## src/rtl/bcd_pkg.sv

```systemverilog
// Shared types and elaboration-time helpers for the sequential binary-to-BCD converter.
package bcd_pkg;

   typedef enum logic [1:0] {
      ST_IDLE  = 2'd0,
      ST_SHIFT = 2'd1,
      ST_DONE  = 2'd2
   } state_e;

   // ceil(w * log10(2)) in integer form; 30103/100000 approximates log10(2).
   function automatic int digits_for(input int w);
      return (w * 32'sd30103 + 32'sd99999) / 32'sd100000;
   endfunction

   function automatic int cnt_width(input int w);
      return (w > 32'sd1) ? $clog2(w) : 32'sd1;
   endfunction

endpackage

```

## src/rtl/bcd_seq_converter_if.sv

```systemverilog
// Start/ready/done handshake plus result bus between the datapath and the display driver.
interface bcd_seq_converter_if #(
   parameter int BIN_W  = 16,
   parameter int DIGITS = 5
);
   logic                  start;
   logic [BIN_W-1:0]      binary;
   logic                  ready;
   logic                  done;
   logic [4*DIGITS-1:0]   bcd;
   logic                  overflow;

   modport master (output start, output binary,
                   input  ready, input done, input bcd, input overflow);
   modport slave  (input  start, input binary,
                   output ready, output done, output bcd, output overflow);
endinterface

```

## src/rtl/bcd_digit_adj.sv

```systemverilog
// Double-dabble digit correction: add 3 to a BCD digit of 5 or more before the shift.
module bcd_digit_adj (
   input  logic [3:0] digit_i,
   output logic [3:0] digit_o
);

   // Add-3 correction, 4-bit arithmetic.
   always_comb begin
      if (digit_i >= 4'd5) begin
         digit_o = digit_i + 4'd3;
      end else begin
         digit_o = digit_i;
      end
   end

endmodule

```

## src/rtl/bcd_seq_converter.sv

```systemverilog
// Bit-serial binary-to-BCD converter: one input bit per clock, results held in output registers.
module bcd_seq_converter
   import bcd_pkg::*;
#(
   parameter int BIN_W  = 16,
   parameter int DIGITS = 5
) (
   input  logic              clk,
   input  logic              rst,
   bcd_seq_converter_if.slave bus
);

   localparam int CW = cnt_width(BIN_W);
   localparam int DW = 4 * DIGITS;
   localparam logic [CW-1:0] CNT_LOAD = CW'(BIN_W - 1);

   state_e          state_q, state_d;
   logic [BIN_W-1:0] sr_q, sr_d;
   logic [DW-1:0]   dig_q, dig_d;
   logic [DW-1:0]   adj_s, shifted_s;
   logic            ovf_acc_q, ovf_acc_d;
   logic [CW-1:0]   cnt_q, cnt_d;
   logic [DW-1:0]   bcd_q, bcd_d;
   logic            ovf_q, ovf_d;

   for (genvar i = 0; i < DIGITS; i++) begin : g_adj
      bcd_digit_adj u_adj (
         .digit_i (dig_q[4*i +: 4]),
         .digit_o (adj_s[4*i +: 4])
      );
   end

   // Adjusted digits shift left; the shift register MSB enters digit 0 bit 0.
   assign shifted_s = {adj_s[DW-2:0], sr_q[BIN_W-1]};

   // Next-state and datapath update for IDLE/SHIFT/DONE.
   always_comb begin
      state_d   = state_q;
      sr_d      = sr_q;
      dig_d     = dig_q;
      ovf_acc_d = ovf_acc_q;
      cnt_d     = cnt_q;
      bcd_d     = bcd_q;
      ovf_d     = ovf_q;
      case (state_q)
         ST_IDLE: begin
            if (bus.start) begin
               sr_d      = bus.binary;
               dig_d     = '0;
               ovf_acc_d = 1'b0;
               cnt_d     = CNT_LOAD;
               state_d   = ST_SHIFT;
            end else begin
               state_d   = ST_IDLE;
            end
         end
         ST_SHIFT: begin
            sr_d      = sr_q << 1'b1;
            dig_d     = shifted_s;
            ovf_acc_d = ovf_acc_q | adj_s[DW-1];
            if (cnt_q == '0) begin
               // Results become visible only once the last bit is in.
               bcd_d   = shifted_s;
               ovf_d   = ovf_acc_q | adj_s[DW-1];
               state_d = ST_DONE;
            end else begin
               cnt_d   = cnt_q - CW'(1);
            end
         end
         ST_DONE: begin
            state_d = ST_IDLE;
         end
         default: begin
            state_d = ST_IDLE;
         end
      endcase
   end

   // State and datapath registers with synchronous reset.
   always_ff @(posedge clk) begin
      if (rst) begin
         state_q   <= ST_IDLE;
         sr_q      <= '0;
         dig_q     <= '0;
         ovf_acc_q <= 1'b0;
         cnt_q     <= '0;
         bcd_q     <= '0;
         ovf_q     <= 1'b0;
      end else begin
         state_q   <= state_d;
         sr_q      <= sr_d;
         dig_q     <= dig_d;
         ovf_acc_q <= ovf_acc_d;
         cnt_q     <= cnt_d;
         bcd_q     <= bcd_d;
         ovf_q     <= ovf_d;
      end
   end

   assign bus.ready    = (state_q == ST_IDLE);
   assign bus.done     = (state_q == ST_DONE);
   assign bus.bcd      = bcd_q;
   assign bus.overflow = ovf_q;

endmodule

```

## src/flat_wrapper.sv

```systemverilog
// flat-port wrapper written by rule: the top's interface ports become plain ports
module bcd_seq_converter_flat import bcd_pkg::*;
#(
   parameter int BIN_W  = 16,
   parameter int DIGITS = 5
)
  (clk, rst, bus_start, bus_binary, bus_ready, bus_done, bus_bcd, bus_overflow);
  bcd_seq_converter_if #(.BIN_W(BIN_W), .DIGITS(DIGITS)) bus_i ();
  input  logic clk;
  input  logic rst;
  input wire logic [$bits(bus_i.start)-1:0] bus_start;
  input wire logic [$bits(bus_i.binary)-1:0] bus_binary;
  output wire logic [$bits(bus_i.ready)-1:0] bus_ready;
  output wire logic [$bits(bus_i.done)-1:0] bus_done;
  output wire logic [$bits(bus_i.bcd)-1:0] bus_bcd;
  output wire logic [$bits(bus_i.overflow)-1:0] bus_overflow;
  assign bus_i.start = bus_start;
  assign bus_i.binary = bus_binary;
  assign bus_ready = bus_i.ready;
  assign bus_done = bus_i.done;
  assign bus_bcd = bus_i.bcd;
  assign bus_overflow = bus_i.overflow;
  bcd_seq_converter #(.BIN_W(BIN_W), .DIGITS(DIGITS)) u_core (.clk(clk), .rst(rst), .bus(bus_i));
endmodule
```

## config.mk

```make
export PLATFORM = sky130hd
export DESIGN_NAME = bcd_seq_converter_flat
export DESIGN_NICKNAME = d
export VERILOG_FILES = /design/src/rtl/bcd_pkg.sv /design/src/rtl/bcd_seq_converter_if.sv /design/src/rtl/bcd_digit_adj.sv /design/src/rtl/bcd_seq_converter.sv /design/src/flat_wrapper.sv
export SDC_FILE = /design/constraint.sdc
export NUM_CORES = 1
export LEC_CHECK = 0
export CORE_MARGIN = 2
export CORE_UTILIZATION = 40
export CTS_CLUSTER_DIAMETER = 60
export CTS_CLUSTER_SIZE = 8
export DETAILED_ROUTE_END_ITERATION = 16
export HOLD_SLACK_MARGIN = 0.12
export PLACE_DENSITY = 0.74
export SLEW_MARGIN = 20
export SYNTH_ARGS = -nofsm -noshare
export SYNTH_HDL_FRONTEND = slang
export SYNTH_HIERARCHICAL = 1
export SYNTH_SLANG_ARGS = --single-unit
```

## constraint.sdc

```tcl
create_clock -name clk -period 1.4 [get_ports clk]
set_input_delay 0.35 -clock clk [delete_from_list [all_inputs] [get_ports clk]]
set_output_delay 0.35 -clock clk [all_outputs]
set_load 0.02 [all_outputs]
```

Yosys cells after proc, flatten, opt, wreduce, memory -nomap -nowiden

Index checks and enable logic that the tools add are counted.
W data, S select, Z words.

Register bits after elaboration: 64
Input port bits: 19
Logic and storage cells: 47

Add/subtract/negate cells: 6
Magnitude comparators: 5
Equal/unequal tests: 5
Multiplexer cells: 17
Bitwise operators: 1
Reduce and logical (&&, ||, !) cells: 6

Operator list:

| operator              | count |
|---|---|
| $pmux W20 S2          | 1 |
| $pmux W16 S2          | 1 |
| $mux W4               | 7 |
| $add A4 B2 Y4 const B | 5 |
| $ge A4 B3 Y1 const B  | 5 |
| $mux W20              | 1 |
| $mux W16              | 1 |
| $pmux W4 S2           | 1 |
| $logic_not A4 Y1      | 1 |
| $ne A2 B2 Y1 const B  | 2 |
| $pmux W2 S2           | 1 |
| $reduce_and A2 Y1     | 2 |
| $sub A4 B1 Y4 const B | 1 |
| $reduce_and A3 Y1     | 1 |
| $eq A2 B1 Y1 const B  | 1 |
| $eq A2 B2 Y1 const B  | 1 |
| $logic_not A2 Y1      | 1 |
| $mux W1               | 2 |
| $mux W2               | 1 |
| $ne A2 B1 Y1 const B  | 1 |
| $pmux W1 S2           | 1 |
| $reduce_bool A2 Y1    | 1 |
| $or A1 B1 Y1          | 1 |

Longest topological paths before layout

Depth in word-level cells: 4
Depth in mapped cells: 8
Gate-level depth less buffers: 8

By module

Netlist, hierarchy kept.

By module, submodules not included:

| module            | times used | cells an instance | area each (um^2) | sequential area each (um^2) |
|---|---|---|---|---|
| bcd_seq_converter | 1          | 290               | 2611.3           | 1281.2 |
| bcd_digit_adj     | 5          | 16                | 101.3            | 0.0 |

Least setup slack after synthesis

No wires, ideal clock.

Kind: flip-flop to output port
Start: reg u_core.state_q[1]
End: out bus_done
Data arrival time: 1.163 ns
Data required time: 1.050 ns
Slack: -0.113 ns
Cell stages (with the launch flop): 5
Path through: dfxtp_1 > buf_2 > clkinv_1 > buf_2 > nor2_1

Cells in the longest elaborated chain, start to end: 1

Ends and longest elaborated chain:

| item                     | line                     | text |
|---|---|---|
| start: declaration       | bcd_seq_converter.sv:17  | `state_e state_q, state_d;` |
| start signal: assignment | bcd_seq_converter.sv:90  | `state_q <= state_d;` |
| $eq A2 B2 Y1             | bcd_seq_converter.sv:101 | `assign bus.done = (state_q == ST_DONE);` |
| end: declaration         | flat_wrapper.sv:14       | `output wire logic [$bits(bus_i.done)-1:0] bus_done;` |

Every way passes these cells.

Worst setup path in the final report

Start: reg u_core.dig_q[9]
End: reg u_core.bcd_q[10], in the netlist u_core/bus.bcd[10]

Cells in the longest elaborated chain, start to end: 2
Elaborated cells between the ends (all ways): 3
Those cells by class: add/sub: 1; order compare: 1; mux: 1

Ends and longest elaborated chain:

| item                                          | line                                    | text |
|---|---|---|
| start: declaration                            | bcd_seq_converter.sv:19                 | `logic [DW-1:0] dig_q, dig_d;` |
| start signal: assignment                      | bcd_seq_converter.sv:92                 | `dig_q <= dig_d;` |
| $add A4 B2 Y4 or $ge A4 B3 Y1 (tied branches) | bcd_digit_adj.sv:10, bcd_digit_adj.sv:9 |  |
| $mux W4 (*)                                   | bcd_digit_adj.sv:9                      | `if (digit_i >= 4'd5) begin` |
| net u_core.adj_s[9]                           | bcd_seq_converter.sv:20                 | `logic [DW-1:0] adj_s, shifted_s;` |
| end signal: assignment                        | bcd_seq_converter.sv:87                 | `bcd_q <= '0;` |
| end signal: assignment                        | bcd_seq_converter.sv:95                 | `bcd_q <= bcd_d;` |
| end: declaration                              | bcd_seq_converter.sv:23                 | `logic [DW-1:0] bcd_q, bcd_d;` |

The timed path passes the listed nets; every way through them passes the cells marked *.
A chain may end at the register's enable or synchronous reset.

==> results.yml <==
pwr:
  power.internal_uw: 3110
  netSwitchingFraction_pct: 29.2
  cellLeakagePower_uw: 0.00171
  p_seq_share_pct: 45.0
  vdd_drop_max_mv: 0.560
  cellPowerDensity_nw_per_um2: 989
  power.switching_uw: 1290
  power_uw: 4400
  clkPwrFrac_pct: 33.7
  p_comb_share_pct: 21.4
setup_path:
  crit_type: "flip-flop to flip-flop"
  crit_fanout: 3
  cp.arrival_ps: 1770
  crit_slowest_cell: "dfxtp_2"
  worst_setup_path_end_kind: "flip-flop"
  slowest_delay_ps: 350
  crit_chain: "inv_2 > ha_2 > nand2b_4 > a21oi_4 > mux2i_2 > nand3_1 > a21oi_2"
  start_kind: "flip-flop"
  cp_data_required_time_ps: 1680
timing:
  setup_ws_ps: -90.2
  fin_crit_ps: 1490
  timing_worst_slew_pin_value_ps: 367
  drv_slew: 0
  relSlewSlack_pct: 75.3
  setup_viol_count_final: 27
  fmax_mhz: 671
  finalCritPeriodShare_pct: 106
  finClkSkew_ps: 9.19
  hold_viol: 0
  rsz0062_at_grt: "true"
  fin_worst_hold_slack_ps: 473
global_route:
  antenna_found_initial: 0
  grt_pass1_wl_um: 12900
  grt_max_degree: 65
  grt_overflow: 0
  grt_use_total_pct: 18.9
  grt_pass1_vias: 2785
layout:
  final_area_um2: 4450
  final_cell_mix: "nor2_1, dfxtp_1, buf_4"
  drive_gt1_share_pct: 35.0
  n_fill_cell: 641
  fin_util_pct: 58.2
  seqCellArea_um2: 1310
  multi_input_comb_area_um2: 1940
  mostFrequentLayoutCell: "nor2_1"
  synthToLayoutAreaGrowth_pct: 42.7
  nets: 476
  num_antenna_cells: 0
clock_network:
  numCtsBuffers: 9
  root_buffer: "clkbuf_8"
  insertion_delay_ps: 340
  clk_path_buf_depth: 2
  cts_tree: "yes"
  htree_levels: 3
  cts_sinks: 64
  clkTransAtPathRegs_ps: 70
routing:
  route.vias.total: 3034
  route.detailed.drc: 0
  ant_nets: 0
  viasPerCell: 5.49
  drtPass1Iterations: 5
  wirelength_um: 8460
  drt_iter0_markers: 193
  wire_per_inst_um: 15.3
logic_synthesis:
  yosys_warnings: 6
  synthArstFlopShare_pct: 0
  synth_area_per_cell_um2: 8.43
  ys_ff_latch: 64
  synth_area_um2: 3120
  synth_edf_count: 0
  ys.flop_type: "dfxtp_1"
  synthCells: 370
  synth-seq-area-share_pct: 41.1
  syn_nets: 400
  yosysUniqueCellTypes: 41
status:
  status: "finished with violations"
  violations: "setup timing"
die:
  initial_core_util_pct: 40.8
  die_area_um2: 8520
  die_height_um: 92.3
  core_area_um2: 7650
  ioPinCount: 42
  rows: 32
  die_w_um: 92.3
placement:
  gp_congestion: 0.804
  io_buffers: 41
  place_area_um2: 3840
  dp_hpwl_um: 4740
worst_hold_path:
  hold_path_class: "primary input to flip-flop"
run:
  cap_viol_max_count: 0
Yosys cell counts, types with 3 or more instances:
cell,n,share of area [%]
a21oi_1,22,3.5
nor2_1,56,6.7
dfxtp_1,64,41
o2bb2ai_1,11,3.1
mux2i_1,5,1.6
clkbuf_1,6,0.72
buf_4,3,0.72
a21oi_2,5,1.4
a211oi_2,10,4.0
buf_2,14,2.2
nand2b_1,12,2.4
a22oi_1,20,4.8
inv_1,15,1.8
or3b_1,3,0.84
ha_1,11,4.4
nand2_1,21,2.5
o21ai_1,22,3.5
xnor2_1,5,1.4
a211oi_1,6,1.4
o21ai_0,10,1.6
nand3_1,20,3.2
nor3_1,3,0.48
o22ai_1,4,0.80
worst max-delay path: cells and delay by family, from the launching register on:
kind	cells	cell delay, ps
AO/OA/AOI/OAI	2	330
adder cells (fa/ha/maj)	1	160
buffers and inverters	1	50
flip-flops	1	350
multiplexers	1	270
AND/OR/NAND/NOR	2	280
flip-flops by register name (all words and copies together) (netlist names):
register,count
u_core/bus.overflow,1
u_core/dig_q,20
u_core/sr_q,16
u_core/bus.bcd,20
u_core/cnt_q,4
u_core/ovf_acc_q,1
u_core/state_q,2
area by class of cell:
class	count	area share, %
clock inverter	2	0.281
timing repair buffer	91	18.4
multi-input combinational	263	43.7
sequential	64	29.3
tap	102	2.87
inverter	17	1.55
clock buffer	14	3.88
logic make-up after synthesis:
group                      synth area share, %
AOI/OAI and AO/OA                         26.5
xor gates and xnor gates                  1.40
adders and majority gates                 4.41
buffers and inverters                     6.86
DFF                                       41.1
muxes                                     1.61
and+or+nand+nor                           18.1
repair_timing:
action / 4_1_cts / 5_1_grt
endpoints found under the setup margin: 75 / 66
cloned: 3 / 0
gates resized for setup: 72 / 61
pin swaps: 14 / 25
buffers inserted: 6 / 5
hold buffers: 0 / 0
power by group through the flow:
stage | clock, uW | sequential [uW] | combinational [uW]
after floorplan | 0 | 1990 | 519
after global placement | 0 | 2000 | 747
after detailed placement | 0 | 2000 | 766
after CTS | 1500 | 1980 | 874
after global routing | 1590 | 1990 | 1000
final | 1480 | 1980 | 940
path summary, 6_finish.rpt:
kind	start	end	slack [ps]	cells after the start
max	u_core/dig_q[9]$_SDFFE_PP0P_	u_core/bus.bcd[10]$_SDFFE_PP0P_	-90	7
min	rst	u_core/dig_q[18]$_SDFFE_PP0P_	470	3
max reg2reg	u_core/dig_q[9]$_SDFFE_PP0P_	u_core/bus.bcd[10]$_SDFFE_PP0P_	-90	7
min reg2reg	u_core/bus.bcd[11]$_SDFFE_PP0P_	u_core/bus.bcd[11]$_SDFFE_PP0P_	480	2
stage by stage:
stage | std cells | TNS, ps | setup WS (ps)
floorplan | 370 | 0 | 1.17
global placement | 523 | -8320 | -221
detailed placement | 523 | -11130 | -313
CTS | 548 | -46.2 | -33.2
global route | 553 | -2870 | -183
finish | 553 | -864 | -90.2
metal layers:
layer  vias up  wire length [um]  GRT usage [%]
met4         0               195           7.34
li1       1466                 -              -
met3        16               425           3.91
met1      1447              3450           22.6
met5         -                 0              0
met2       105              4390           33.3
No activity file was read; power rests on OpenSTA's default activity.
